<file path="config.mk">
export PLATFORM = sky130hd
export DESIGN_NAME = ifetch_mem_responder
export DESIGN_NICKNAME = d
export VERILOG_FILES = /design/src/rtl/ifetch_mem_responder.sv
export SDC_FILE = /design/constraint.sdc
export NUM_CORES = 1
export LEC_CHECK = 0
export ABC_AREA = 1
export BUFFER_PORTS_ARGS = -buffer_cell sky130_fd_sc_hd__buf_4
export CAP_MARGIN = 20
export CORE_MARGIN = 4
export CORE_UTILIZATION = 62
export CTS_CLUSTER_DIAMETER = 80
export DETAILED_ROUTE_END_ITERATION = 10
export GPL_TIMING_DRIVEN = 0
export HOLD_SLACK_MARGIN = 0.05
export PLACE_DENSITY_LB_ADDON = 0.25
export SYNTH_ARGS = -nofsm -noshare
export SYNTH_HDL_FRONTEND = slang
export SYNTH_SLANG_ARGS = --single-unit
</file>
<file path="constraint.sdc">
create_clock -name clk -period 32.6 [get_ports clk]
set_input_delay 1.63 -clock clk [delete_from_list [all_inputs] [get_ports clk]]
set_output_delay 1.63 -clock clk [all_outputs]
set_load 0.01 [all_outputs]
</file>
<file path="src/rtl/ifetch_mem_responder.sv">
// ---------------------------------------------------------------------------
// ifetch_mem_responder
//
// Memory-side responder for the instruction-fetch block protocol. A one-cycle
// request (enable + block address) starts a sweep of BLOCK_BYTES consecutive
// byte reads over the byte-wide RAM port. Returned bytes are packed
// little-endian into one block, which is handed back with a one-cycle finish
// pulse.
//
// Optional build macro: IFETCH_RESP_LASTBLOCK_EN
//   When defined, the most recently completed block is kept in a one-entry
//   buffer; a request for that same block is answered on the next cycle with
//   no RAM traffic.
//
// Ports:
//   clk, rst                    clock, synchronous active-high reset
//   rdy                         global ready; low freezes all state/outputs
//   enable_sign_from_fetcher    block request pulse
//   pc_from_fetcher             block address (low offset bits ignored)
//   rollback_sign_from_fetcher  abort the current request
//   mem_grant                   RAM port granted this cycle
//   mem_din                     RAM read data (one cycle after address)
//   mem_a, mem_wr               RAM address / write strobe (always read)
//   busy                        request in progress
//   finish_sign_to_fetcher      one-cycle block-ready pulse
//   inst_block_to_fetcher       assembled block, byte k at bits [8k+7:8k]
// ---------------------------------------------------------------------------
module ifetch_mem_responder #(
    parameter int ADDR_W      = 32,
    parameter int BLOCK_BYTES = 16
) (
    input  logic                     clk,
    input  logic                     rst,
    input  logic                     rdy,
    input  logic                     enable_sign_from_fetcher,
    input  logic [ADDR_W-1:0]        pc_from_fetcher,
    input  logic                     rollback_sign_from_fetcher,
    input  logic                     mem_grant,
    input  logic [7:0]               mem_din,
    output logic [ADDR_W-1:0]        mem_a,
    output logic                     mem_wr,
    output logic                     busy,
    output logic                     finish_sign_to_fetcher,
    output logic [8*BLOCK_BYTES-1:0] inst_block_to_fetcher
);

    localparam int BLOCK_W = 8 * BLOCK_BYTES;
    localparam int OFF_W   = $clog2(BLOCK_BYTES);
    localparam int CNT_W   = OFF_W + 1;

    typedef enum logic {
        S_IDLE,
        S_READ
    } state_t;

    state_t               r_state;
    logic [ADDR_W-1:0]    r_base;
    logic [CNT_W-1:0]     r_issue_idx;
    logic [OFF_W-1:0]     r_cap_idx;
    logic                 r_in_flight;
    logic [BLOCK_W-1:0]   r_buf;
    logic [ADDR_W-1:0]    r_mem_a;
    logic                 r_busy;
    logic                 r_finish;
    logic [BLOCK_W-1:0]   r_block;

    logic [ADDR_W-1:0]    w_req_base;
    logic                 w_issue;
    logic                 w_last_cap;
    logic [CNT_W-1:0]     w_issue_next;
    logic [BLOCK_W-1:0]   w_buf_next;

    // Masking (rather than slicing) keeps every pc bit in use.
    assign w_req_base   = pc_from_fetcher & ~ADDR_W'(BLOCK_BYTES - 1);
    assign w_issue      = mem_grant && (r_issue_idx < CNT_W'(BLOCK_BYTES));
    assign w_last_cap   = r_in_flight && (r_cap_idx == OFF_W'(BLOCK_BYTES - 1));
    assign w_issue_next = r_issue_idx + CNT_W'(1);

    // Buffer with this cycle's byte merged in, so the completing edge can
    // publish the whole block including the final byte.
    always_comb begin
        // NOTE: default assignment first so no path leaves w_buf_next unassigned (no latch).
        w_buf_next = r_buf;
        if (r_in_flight)
            w_buf_next[8*r_cap_idx +: 8] = mem_din;
    end

`ifdef IFETCH_RESP_LASTBLOCK_EN
    logic                 r_lb_valid;
    logic [ADDR_W-1:0]    r_lb_addr;
    logic [BLOCK_W-1:0]   r_lb_block;
    logic                 w_lb_hit;

    assign w_lb_hit = r_lb_valid && (r_lb_addr == w_req_base);

    // Loaded only by a completed read; rollback never touches it.
    always_ff @(posedge clk) begin
        if (rst) begin
            r_lb_valid <= 1'b0;
        end else if (rdy && !rollback_sign_from_fetcher
                     && r_state == S_READ && w_last_cap) begin
            r_lb_valid <= 1'b1;
            r_lb_addr  <= r_base;
            r_lb_block <= w_buf_next;
        end
    end
`endif

    // NOTE: the assembly buffer has no reset; every byte is rewritten before it is published.
    always_ff @(posedge clk) begin
        if (!rst && rdy && r_state == S_READ)
            r_buf <= w_buf_next;
    end

    always_ff @(posedge clk) begin
        if (rst) begin
            // NOTE: sequential state uses non-blocking assignments so all registers update together.
            r_state     <= S_IDLE;
            r_base      <= '0;
            r_issue_idx <= '0;
            r_cap_idx   <= '0;
            r_in_flight <= 1'b0;
            r_mem_a     <= '0;
            r_busy      <= 1'b0;
            r_finish    <= 1'b0;
            r_block     <= '0;
        end else if (rdy) begin
            r_finish <= 1'b0;
            if (rollback_sign_from_fetcher) begin
                // Drop the partial block and any byte still on its way.
                r_state     <= S_IDLE;
                r_busy      <= 1'b0;
                r_in_flight <= 1'b0;
            end else begin
                case (r_state)
                    S_IDLE: begin
                        if (enable_sign_from_fetcher) begin
                            r_base      <= w_req_base;
                            r_issue_idx <= '0;
                            r_cap_idx   <= '0;
                            r_in_flight <= 1'b0;
`ifdef IFETCH_RESP_LASTBLOCK_EN
                            if (w_lb_hit) begin
                                r_finish <= 1'b1;
                                r_block  <= r_lb_block;
                            end else begin
                                r_mem_a <= w_req_base;
                                r_busy  <= 1'b1;
                                r_state <= S_READ;
                            end
`else
                            r_mem_a <= w_req_base;
                            r_busy  <= 1'b1;
                            r_state <= S_READ;
`endif
                        end
                    end

                    S_READ: begin
                        // A denied grant means the address was not taken,
                        // so nothing returns next cycle.
                        r_in_flight <= w_issue;
                        if (w_issue) begin
                            r_issue_idx <= w_issue_next;
                            r_mem_a     <= r_base + ADDR_W'(w_issue_next);
                        end
                        if (r_in_flight) begin
                            r_cap_idx <= r_cap_idx + OFF_W'(1);
                            if (w_last_cap) begin
                                r_block  <= w_buf_next;
                                r_finish <= 1'b1;
                                r_busy   <= 1'b0;
                                r_state  <= S_IDLE;
                            end
                        end
                    end

                    default: r_state <= S_IDLE;
                endcase
            end
        end
    end

    assign mem_a                  = r_mem_a;
    assign mem_wr                 = 1'b0;
    assign busy                   = r_busy;
    assign finish_sign_to_fetcher = r_finish;
    assign inst_block_to_fetcher  = r_block;

endmodule
</file>
# Yosys cells after proc, flatten, opt, wreduce, memory -nomap -nowiden
# Cells that the tools add are included.
# word_totals
output_inout_bits	163
word_cells	65
reg_bits	329
in_bits	46
# classes
addsub	4
eq_ne	7
shift	2
bitwise	2
reduce_logical	11
order_cmp	1
n_mux	28
# op_table
operator	count
$bwmux 128	1
$mux 128	1
$shift 8x34->128 const A	1
$shiftx 8x34->128	1
$mux 32	2
$pmux 32 s2	1
$neg 7->34	1
$add 32x5->32	1
$reduce_and 4->1	4
$mux 1	14
$mux 5	2
$pmux 5 s2	1
$mux 4	2
$pmux 4 s2	1
$ne 3x2->1 const B	2
$pmux 1 s2	3
$add 5x1->5 const B	1
$lt 5x5->1 const B	1
$reduce_and 5->1	1
$add 4x1->4 const B	1
$eq 4x4->1 const B	1
$logic_and 1x1->1	4
$ne 2x1->1 const B	2
$ne 3x3->1 const B	1
4 further kinds	5

# Logic depth before layout (Yosys ltp)
# Gate-level depths: netlist of run 1.
# depth
ltp_word	6
ltp_mapped	15
depth_no_buf	15

# Worst setup path before layout of run 1
# No wires, ideal clock.
# synth_timing
path_kind	in2reg
startpoint	in rst
endpoint	reg r_buf[0], enable pin
cell_stages	4
setup_time_ps	772
required_ps	31828
n_path_buf	3
arrival_time_ps	10910
slack_ps	20918
cell_sequence	clkbuf_1 > buf_1 > clkbuf_1 > nor3_1
# synth_via
elab_chain_cells	3
# synth_lines
element	line_no	source
from (decl)	33	input logic rst,
$logic_not 1->1	111	if (!rst && rdy && r_state == S_READ)
$logic_and 1x1->1 (2 in a row)	111	
to (signal assigned)	112	r_buf <= w_buf_next;
to (decl)	61	logic [BLOCK_W-1:0] r_buf;
# No other way between the ends.
# A chain may end at the register's enable or synchronous reset.

# Final worst setup path of run 1
# layout_timing
startpoint	in rst
endpoint	reg r_buf[125], enable pin
# Same word-level chain as after synthesis.

==> impl_results.md, run 1 <==
* Total GRT Usage at 32.12%
* PD cells at 46.42 nW/µm²
* H-tree Lvls at 2
* Final Max Tran Viols at 0
* Die area at 26490 µm²
* Crit-path slowest cell: buf_1
* Area grow syn2layout at 21.25%
* Register Area at 7787 µm²
* Post-Route WL at 43.96 mm
* Core Area at 23540 µm²
* Max Fclk at 0.2583 GHz
* Pin count of the biggest net entering global routing at 16
* Mapped Nets at 1948
* Postcts setup bufs at 0
* Run status: finished, final reports clean
* Final Hold Fails at 0
* Final nets at 2198
* Max FO, Critical Path at 12
* Hold_buf cts at 0
* Yosys warns at 0
* Worst reg2reg setup slack at 29.20 ns
* Static leakage at 8.563 nW
* Max-slew headroom at 51.25%
* Cells after synthesis at 1894
* Detailed Routing Iterations Pass 1 at 5
* CTS Root Cell: clkbuf_16
* Vias in the first global route at 13390
* Place WS at 28.31 ns
* CP delay by family, top: buffers and inverters
* First-pass GRT wire length at 68.08 mm
* Final cell count without fillers at 2488
* DP Cell Count at 2427
* Crit path kind: in -> reg
* R2r startpoint: r_cap_idx[0]
* # DRC at 0
* RSZ-0062 raised after global routing: no
* Clock-pin slew on the worst setup and hold paths at 0.06 ns
* 1st-iter DRT viols at 1388
* Buffers on Ports at 202
* Top cell type by total area after synthesis: dfxtp_1
* Sum of negative setup slack at 0 ns
* Peak supply drop at 0.04460 mV
* CP endpoint kind: flip-flop
* Sequential element share of the synthesized area at 52.43%
* Crit-path cells: clkbuf_1 > buf_1 > clkbuf_1 > nor3_2 > buf_6 > buf_8 > buf_8
* Min-Delay Path Depth at 2
* Worst Tran Pin Value at 0.7312 ns
* Vias per cell at 5.576
* Slowest stage delay, CP at 0.61 ns
* Num CTS Buffers at 34
* HP Start: mem_a[28]
* Cell Area, Synth at 14850 µm²
* Rows at 56
* Layout cell share with drive strength beyond 1 at 16.23%
* Multi-input gate area in the final layout at 5588 µm²
* Setup-failing EPs final at 0
* Filler Cells Inserted at 1683
* Io pins at 209
* Final min period at 3.871 ns
* CP Depth at 7
* Top cells by area, synth: dfxtp_1 (27%), edfxtp_1 (26%), nand2_1 (9.4%), nor2_1 (9.0%), inv_1 (6.6%)
* Max-cap check violation count at 0
* Chip Width at 162.8 µm
* Crit share post-route at 11.88%
* R2R Path End: inst_block_to_fetcher[91]
* Post-synth EDFFs at 128
* Post_cts resized at 0
* Clock sink count at 325
* Critical path arrival at 4.14 ns
* Starting Density at 63.08%
* WP buf/inv at 6
* Synth cell types at 46
* Vias at 13870
* Clock tree buffer depth at 3
* Final Skew at 0.01660 ns
* Ys flop type: dfxtp_1
* Drt wl/cell at 17.67 µm
* Initial antenna violation count at 0
* Startpoint types: input port
* Worst reg-to-reg path cell count at 13
* Hpwl dp at 31.56 mm
* RePlAce Congestion at 0.9479
* CTS tree: yes
* Seq cells post-synth at 325
* Final WS setup at 28.73 ns
* Top cell type's share of synthesized area at 26.55%
* Die height at 162.8 µm
* GRT overflow at 0
* Routed Antenna Nets at 0
* Final Util at 76.49%
* Mean Syn Cell Area at 7.841 µm²
* Worst skew pair latency at 0.52 ns
* Async SR Flop Fraction at 0%
* Hold EP: mem_a[28]
* N_diodes at 0
* Worst min-delay path category: reg -> reg
* CP Data Required Time at 32.87 ns
-- cell families after synthesis --
| kind of cell | after synthesis | synth area share (%) |
|---|---|---|
| compound gates | 277 | 10.34 |
| xor+xnor | 7 | 0.4128 |
| fa+ha+maj | 8 | 0.6740 |
| buf+inv | 360 | 9.975 |
| flops | 325 | 52.43 |
| other cells | 1 | 0.02525 |
| simple gates | 916 | 26.14 |
-- metrics by stage --
step	area [µm²]	hold slack (ns)	power [mW]
after global placement	16770	0.4555	0.4639
final	18010	0.4679	0.8359
after global routing	18010	0.4826	0.8578
after CTS	18010	0.4682	0.8369
after detailed placement	16920	0.4578	0.4643
after floorplan	14850	0.4557	0.4501
-- routing by layer --
layer | vias up | track usage (%) | part of all wire (%) | routed length (µm)
met5 | - | 0 | 0 | 0
met4 | 0 | 13.61 | 4.3 | 1910
met3 | 150 | 6.049 | 9.3 | 4070
met2 | 731 | 53.15 | 47 | 20730
met1 | 6455 | 41.63 | 39 | 17250
li1 | 6537 | - | - | -
-- layout by cell type, fill, tap and decap left out, types with 5 or more instances in the layout --
cell type,count
nor3_4,6
o21ai_2,7
nand3_1,106
dfxtp_1,197
o21ai_0,145
nor2_2,7
clkbuf_1,38
buf_6,14
edfxtp_1,128
a31oi_1,9
nand4_1,37
inv_1,260
ha_1,8
xor2_1,5
buf_1,13
clkbuf_16,36
a21oi_1,41
clkinv_2,6
a22o_1,6
buf_4,214
clkinv_1,6
o21ai_1,34
nor2_1,358
buf_2,28
o21bai_1,24
nand3b_1,8
inv_2,5
nand2_1,372
-- power by group --
group | leakage (nW) | internal [mW] | switching (mW)
clock | 0.528 | 0.217 | 0.162
sequential | 2.75 | 0.424 | 0.00333
combinational | 5.29 | 0.0104 | 0.0184
total | 8.56 | 0.652 | 0.184
-- sequential cells by signal, summed over array words and instances (netlist names) --
name                    flops
busy                        1
finish_sign_to_fetcher      1
inst_block_to_fetcher     128
mem_a                      28
r_base                     28
r_buf                     128
r_cap_idx                   4
r_in_flight                 1
r_issue_idx                 5
r_state                     1
-- area by class of cell --
cell class	instances	share of cell area, %
buffer	92	2.613
clock buffer	44	5.336
clock inverter	17	0.6879
inverter	268	5.614
multi-input combinational	1209	31.03
sequential	325	43.25
tap	319	2.217
timing repair buffer	214	9.255
-- how the worst max path moves through the flow --
stage | from | to | slack (ns)
after floorplan | rst | r_buf[0] | 20.92
after detailed placement | rst | r_buf[122] | 28.31
after global routing | rst | r_buf[124] | 28.68
after CTS | rst | r_buf[124] | 28.83
after global placement | rst | r_buf[92] | 16.79
final | rst | r_buf[125] | 28.73
-- worst reg2reg max path: cells and delay by family, from the launching register on --
kind | cells | cell delay, ns
buffers and inverters | 7 | 1.50
DFF | 1 | 0.41
AOI/OAI and AO/OA | 2 | 0.22
and+or+nand+nor | 3 | 0.92
adders and majority gates | 1 | 0.30
-- synth_stat cells, drive strengths merged (2+ instances only) --
library cell / count
nor2: 366
o211ai: 4
o21bai: 24
nand3b: 8
a211oi: 2
o21a: 2
xnor2: 2
o21ai: 186
inv: 266
nand4: 37
nor4: 4
nor3: 13
dfxtp: 197
buf: 59
edfxtp: 128
nand3: 108
a22o: 6
nand2: 377
clkinv: 2
a21oi: 41
xor2: 5
a31oi: 9
or2: 2
clkbuf: 33
ha: 8
(Power assumes the default switching activity.)
==> inputs of run 2 (changes only) <==
--- a/config.mk
+++ b/config.mk
@@ -9,7 +9,7 @@
 export BUFFER_PORTS_ARGS = -buffer_cell sky130_fd_sc_hd__buf_4
 export CAP_MARGIN = 20
 export CORE_MARGIN = 4
-export CORE_UTILIZATION = 62
+export CORE_UTILIZATION = 58
 export CTS_CLUSTER_DIAMETER = 80
 export DETAILED_ROUTE_END_ITERATION = 10
 export GPL_TIMING_DRIVEN = 0
==> constraint.sdc (replaced) <==
create_clock -name clk -period 3.6 [get_ports clk]
set_input_delay 0.18 -clock clk [delete_from_list [all_inputs] [get_ports clk]]
set_output_delay 0.18 -clock clk [all_outputs]
set_load 0.01 [all_outputs]
==> impl_results.md, run 2 (synthesized netlist as in run 1, its figures left out) <==
* First-pass GRT wire length at 68.54 mm (+0.68%)
* Crit share post-route at 92.19%
* Buffers on Ports at 202 (unchanged)
* Core Area at 25180 µm² (+7.0%)
* Final Max Tran Viols at 0 (unchanged)
* Starting Density at 58.98% (-4.1 points)
* Crit path kind: reg -> reg
* Setup-failing EPs final at 0 (unchanged)
* RSZ-0062 raised after global routing: no
* Clock tree buffer depth at 3 (unchanged)
* Worst reg2reg setup slack at 0.28 ns (-28.92 ns)
* R2r startpoint: r_cap_idx[0]
* Final Hold Fails at 0 (unchanged)
* Clock sink count at 325 (unchanged)
* Layout cell share with drive strength beyond 1 at 15.89% (-0.34 points)
* Startpoint types: flip-flop
* Dpl cell area at 17020 µm² (+0.56%)
* Area grow syn2layout at 24.10%
* Design area at 18430 µm² (+2.4%)
* Min-Delay Path Depth at 3 (+1)
* Post-Route WL at 43.41 mm (-1.2%)
* Num CTS Buffers at 35 (+2.9%)
* Worst min-delay path category: in -> reg
* Drt wl/cell at 17.18 µm (-2.7%)
* Run status: finished, final reports clean
* Hpwl dp at 31.34 mm (-0.73%)
* Final Skew at 0.01238 ns (-0.004223 ns)
* Worst Tran Pin Value at 0.7264 ns (-0.004852 ns)
* R2R Path End: r_buf[19]
* # DRC at 0 (unchanged)
* Most frequent cells in the layout: nand2_1 (372), nor2_1 (358), inv_1 (260)
* CP endpoint kind: flip-flop
* Worst skew pair latency at 0.51 ns (about the same)
* Vias in the first global route at 13090 (-2.2%)
* CP Data Required Time at 3.86 ns (-29.01 ns)
* Static leakage at 8.737 nW (+2.0%)
* Worst reg-to-reg path cell count at 11 (-2)
* Vias at 13730 (-1.0%)
* H-tree Lvls at 2 (unchanged)
* Final min period at 3.319 ns
* Final Util at 73.19% (-3.3 points)
* Peak supply drop at 0.2901 mV (+550%)
* Max FO, Critical Path at 10 (-2)
* RePlAce Congestion at 0.9373 (-1.1%)
* Vias per cell at 5.436 (-2.5%)
* Chip Width at 168.0 µm (+3.2%)
* Routed Antenna Nets at 0 (unchanged)
* Final nets at 2225 (+1.2%)
* HP Start: mem_din[0]
* Max Fclk at 0.3013 GHz
* Critical path arrival at 3.58 ns (-0.56 ns)
* 1st-iter DRT viols at 1331 (-4.1%)
* GRT overflow at 0 (unchanged)
* Die area at 28230 µm² (+6.6%)
* Rows at 58 (+3.6%)
* Post_cts resized at 0 (unchanged)
* Initial antenna violation count at 0 (unchanged)
* Detailed Routing Iterations Pass 1 at 7 (+2)
* Hold EP: r_buf[0]
* Pin count of the biggest net entering global routing at 20 (+4)
* Total GRT Usage at 30.00% (-2.1 points)
* CTS Root Cell: clkbuf_16
* PD cells at 418.1 nW/µm² (+800%)
* CTS tree: yes
* Commonest non-fill, non-tap cell in the layout: nand2_1
* N_diodes at 0 (unchanged)
* Max-slew headroom at 51.57% (+0.32 points)
* Clock-pin slew on the worst setup and hold paths at 0.06 ns (about the same)
* Io pins at 209 (unchanged)
* Die height at 168.0 µm (+3.2%)
* Max-cap check violation count at 0 (unchanged)
[run 2: cell types whose count changed in the layout (fill, tap and decap cells not counted)]
cell           before  now
dlygate4sd3_1       0   30
buf_6              14    6
buf_16              0    5
clkbuf_1           38   42
clkbuf_8            3    6
clkinv_1            6    3
clkinvlp_4          3    0
clkinv_4            2    0
buf_1              13   12
bufinv_16           1    2
clkbuf_16          36   37
nor3_2              3    2
nor3_4              6    7
[run 2: report_power, final]
part / switching [mW] / internal [mW] / leakage [nW]
combinational: 0.177 / 0.121 / 5.44
clock: 1.45 / 2.09 / 0.550
sequential: 0.0312 / 3.84 / 2.75
total: 1.65 / 6.05 / 8.74
[run 2: area by class of cell]
cell class                 count  area (µm²)
tap                          330       412.9
inverter                     268        1011
clock buffer                  52        1011
timing repair buffer         240        1999
buffer                        92       513.0
sequential                   325        7787
clock inverter                10       102.6
multi-input combinational   1209        5594
fill                        1944        6750
[run 2: how the worst max path moves through the flow]
| stage | endpoint | from | slack [ns] | cells after the start |
|---|---|---|---|---|
| 3_3_place_gp | r_buf[92] | rst | -1.85 | 4 |
| 2_1_floorplan | r_buf[0] | rst | -0.50 | 4 |
| 5_1_grt | inst_block_to_fetcher[88] | r_cap_idx[0] | 0.02 | 13 |
| 3_5_place_dp | r_buf[19] | r_cap_idx[0] | 0.39 | 11 |
| 4_1_cts | r_buf[19] | r_cap_idx[0] | 0.33 | 11 |
| 6_report | r_buf[19] | r_cap_idx[0] | 0.28 | 11 |
[run 2: layer usage]
metal / global-route usage (%) / up-vias / part of all wire, %
li1: - / 6605 / -
met1: 39.85 / 6331 / 40
met2: 49.48 / 667 / 47
met3: 5.048 / 128 / 8.7
met4: 11.61 / 0 / 4.2
met5: 0 / - / 0
[run 2: repair_timing]
item,4_1_cts,5_1_grt
hold buffers,30,0
setup buffers,0,0
endpoints found under the hold margin,42,0
[run 2: worst max-delay path: stages (launching register included)]
cell      delay [ns]
dfxtp_1         0.40
clkbuf_1        0.37
inv_1           0.15
buf_2           0.22
ha_1            0.29
buf_2           0.23
inv_1           0.11
clkbuf_1        0.26
nor2_2          0.44
nand3_1         0.35
nand2_1         0.19
nand2_1         0.07
[run 2: per-stage QoR]
step	setup TNS (ns)	hold WS [ns]	worst slack [ns]	cells	total power [mW]
2_1_floorplan	-63.80	0.3149	-0.4984	1894	4.078
3_3_place_gp	-236.27	0.4126	-1.854	2426	4.205
4_1_cts	0	0.08419	0.3345	2526	7.723
3_5_place_dp	0	0.4232	0.3869	2434	4.216
5_1_grt	0	0.1098	0.02038	2526	7.915
6_report	0	0.09508	0.2812	2526	7.707
==> inputs of run 3 (changes only) <==
--- a/config.mk
+++ b/config.mk
@@ -9,7 +9,7 @@
 export BUFFER_PORTS_ARGS = -buffer_cell sky130_fd_sc_hd__buf_4
 export CAP_MARGIN = 20
 export CORE_MARGIN = 4
-export CORE_UTILIZATION = 58
+export CORE_UTILIZATION = 40
 export CTS_CLUSTER_DIAMETER = 80
 export DETAILED_ROUTE_END_ITERATION = 10
 export GPL_TIMING_DRIVEN = 0
==> impl_results.md, run 3 (synthesized netlist as in run 1, its figures left out) <==
* Commonest non-fill, non-tap cell in the layout: nand2_1
* Layout cell share with drive strength beyond 1 at 15.96% (+0.069 points)
* Worst skew pair latency at 0.53 ns (+0.02 ns)
* Pin count of the biggest net entering global routing at 23 (+15%)
* Vias per cell at 4.955 (-8.9%)
* Clock tree buffer depth at 3 (unchanged)
* CTS tree: yes
* Final hold slack at 0.1044 ns (+0.009325 ns)
* Rows at 70 (+21%)
* Tot Pwr at 7.795 mW (+1.1%)
* Int Pwr at 6.110 mW (+0.93%)
* Max FO, Critical Path at 10 (unchanged)
* Sw frac at 21.61% (+0.16 points)
* GRT overflow at 0 (unchanged)
* Max-cap check violation count at 0 (unchanged)
* Peak supply drop at 0.3059 mV (+5.4%)
* Crit share post-route at 94.22% (+2.0 points)
* Final Skew at 0.01956 ns (+0.007183 ns)
* Total GRT Usage at 21.25% (-8.7 points)
* Critical path arrival at 3.65 ns (+0.07 ns)
* RePlAce Congestion at 0.9158 (-2.3%)
* Buffers on Ports at 202 (unchanged)
* Final min period at 3.392 ns (+0.07307 ns)
* Detailed Routing Iterations Pass 1 at 5 (-2)
* CTS Root Cell: clkbuf_16
* WP buf/inv at 6 (unchanged)
* CP Data Required Time at 3.86 ns (about the same)
* N_diodes at 0 (unchanged)
* Clock sink count at 325 (unchanged)
* Hpwl dp at 33.12 mm (+5.7%)
* Filler Cells Inserted at 3550 (+83%)
* Starting Density at 40.57% (-18 points)
* Initial antenna violation count at 0 (unchanged)
* Crit-path cells: clkbuf_1 > inv_1 > buf_2 > ha_1 > buf_2 > inv_1 > clkbuf_1 > nor2_2 > nand3_1 > nand2_1 > nand2_1
* Io pins at 209 (unchanged)
* Final Hold Fails at 0 (unchanged)
* Die height at 200.7 µm (+19%)
* Die area at 40280 µm² (+43%)
* PD cells at 417.8 nW/µm² (about the same)
* Clock Power Share at 46.6% (+0.7 points)
* Most frequent cells in the layout: nand2_1 (372), nor2_1 (358), inv_1 (260)
* Area grow syn2layout at 25.61%
* Setup-failing EPs final at 0 (unchanged)
* 1st-iter DRT viols at 974 (-27%)
* Max-slew headroom at 42.90% (-8.7 points)
* Core Area at 36610 µm² (+45%)
* H-tree Lvls at 2 (unchanged)
* Gate power share at 3.8% (about the same)
* Final nets at 2226 (+0.045%)
* Final Max Tran Viols at 0 (unchanged)
* CP delay by family, top: buffers and inverters
* Static leakage at 8.748 nW (+0.13%)
* Max Fclk at 0.2948 GHz (-2.2%)
* First-pass GRT wire length at 69.48 mm (+1.4%)
* Net Sw Power at 1.685 mW (+1.9%)
* Reg power frac at 49.7% (-0.6 points)
* Worst Tran Pin Value at 0.8538 ns (+0.1274 ns)
* Num CTS Buffers at 37 (+5.7%)
* Crit path kind: reg -> reg
* Vias in the first global route at 12790 (-2.3%)
* Slowest stage delay, CP at 0.43 ns (about the same)
* # DRC at 0 (unchanged)
* Routed Antenna Nets at 0 (unchanged)
* Post-Route WL at 44.52 mm (+2.6%)
* Vias at 13210 (-3.8%)
* Chip Width at 200.7 µm (+19%)
* Run status: finished, final reports clean
* Register Area at 7787 µm² (unchanged)
* Startpoint types: flip-flop
* Multi-input gate area in the final layout at 5599 µm² (about the same)
* Drt wl/cell at 16.69 µm (-2.9%)
* Worst min-delay path category: in -> reg
* Crit-path slowest cell: nor2_2
* Worst reg2reg setup slack at 0.21 ns (-0.07 ns)
* RSZ-0062 raised after global routing: yes
* Clock-pin slew on the worst setup and hold paths at 0.06 ns (about the same)
* CP endpoint kind: flip-flop
-- run 3: worst min-delay path: cells and delay by family --
family	cells	cell delay, ns
buffers and inverters	1	0.16
AND/OR/NAND/NOR	2	0.17
-- run 3: per-stage QoR --
step                      instance area (µm²)  setup WS (ns)  TNS [ns]  util (%)  std cells
after detailed placement                17190         0.2830         0     46.95       2571
final                                   18660         0.2081         0     50.96       2667
after global placement                  17010         -2.031   -258.84     46.46       2564
after CTS                               18650         0.2661         0     50.94       2667
after floorplan                         14910        -0.4984    -63.80         -       1894
after global routing                    18660       -0.05731   -0.4502     50.96       2667
-- run 3: power by group through the flow --
stage / clock, mW / combinational [mW] / sequential [mW]
floorplan: 0 / 0.127 / 3.95
finish: 3.63 / 0.293 / 3.87
detailed placement: 0 / 0.265 / 3.95
CTS: 3.70 / 0.292 / 3.87
global placement: 0 / 0.254 / 3.95
global route: 3.85 / 0.320 / 3.87
-- run 3: layer usage --
metal | routed length (µm) | track usage (%)
met1 | 19400 | 27.97
met2 | 20960 | 35.62
met3 | 2883 | 4.103
met4 | 1278 | 6.637
met5 | 0 | 0
-- run 3: worst paths after layout --
kind / start / endpoint / cells past startpoint
worst max-delay path: r_cap_idx[0] / r_buf[21] / 11
worst min-delay path: mem_din[1] / r_buf[1] / 3
worst max register to register: r_cap_idx[0] / r_buf[21] / 11
worst min register to register: mem_a[25] / mem_a[25] / 2
-- run 3: timing repair --
item,4_1_cts,5_1_grt
resized for setup,0,1
setup buffers,0,0
hold buffers,30,0
endpoints found under the setup margin,0,29
endpoints found under the hold margin,52,0
-- run 3: area by class of cell --
type | instances | share of cell area [%]
Sequential cell | 325 | 41.74
Multi-Input combinational cell | 1209 | 30.01
Timing Repair Buffer | 239 | 10.70
Clock buffer | 56 | 5.788
Inverter | 268 | 5.419
Tap cell | 468 | 3.139
Buffer | 92 | 2.750
Clock inverter | 10 | 0.4427
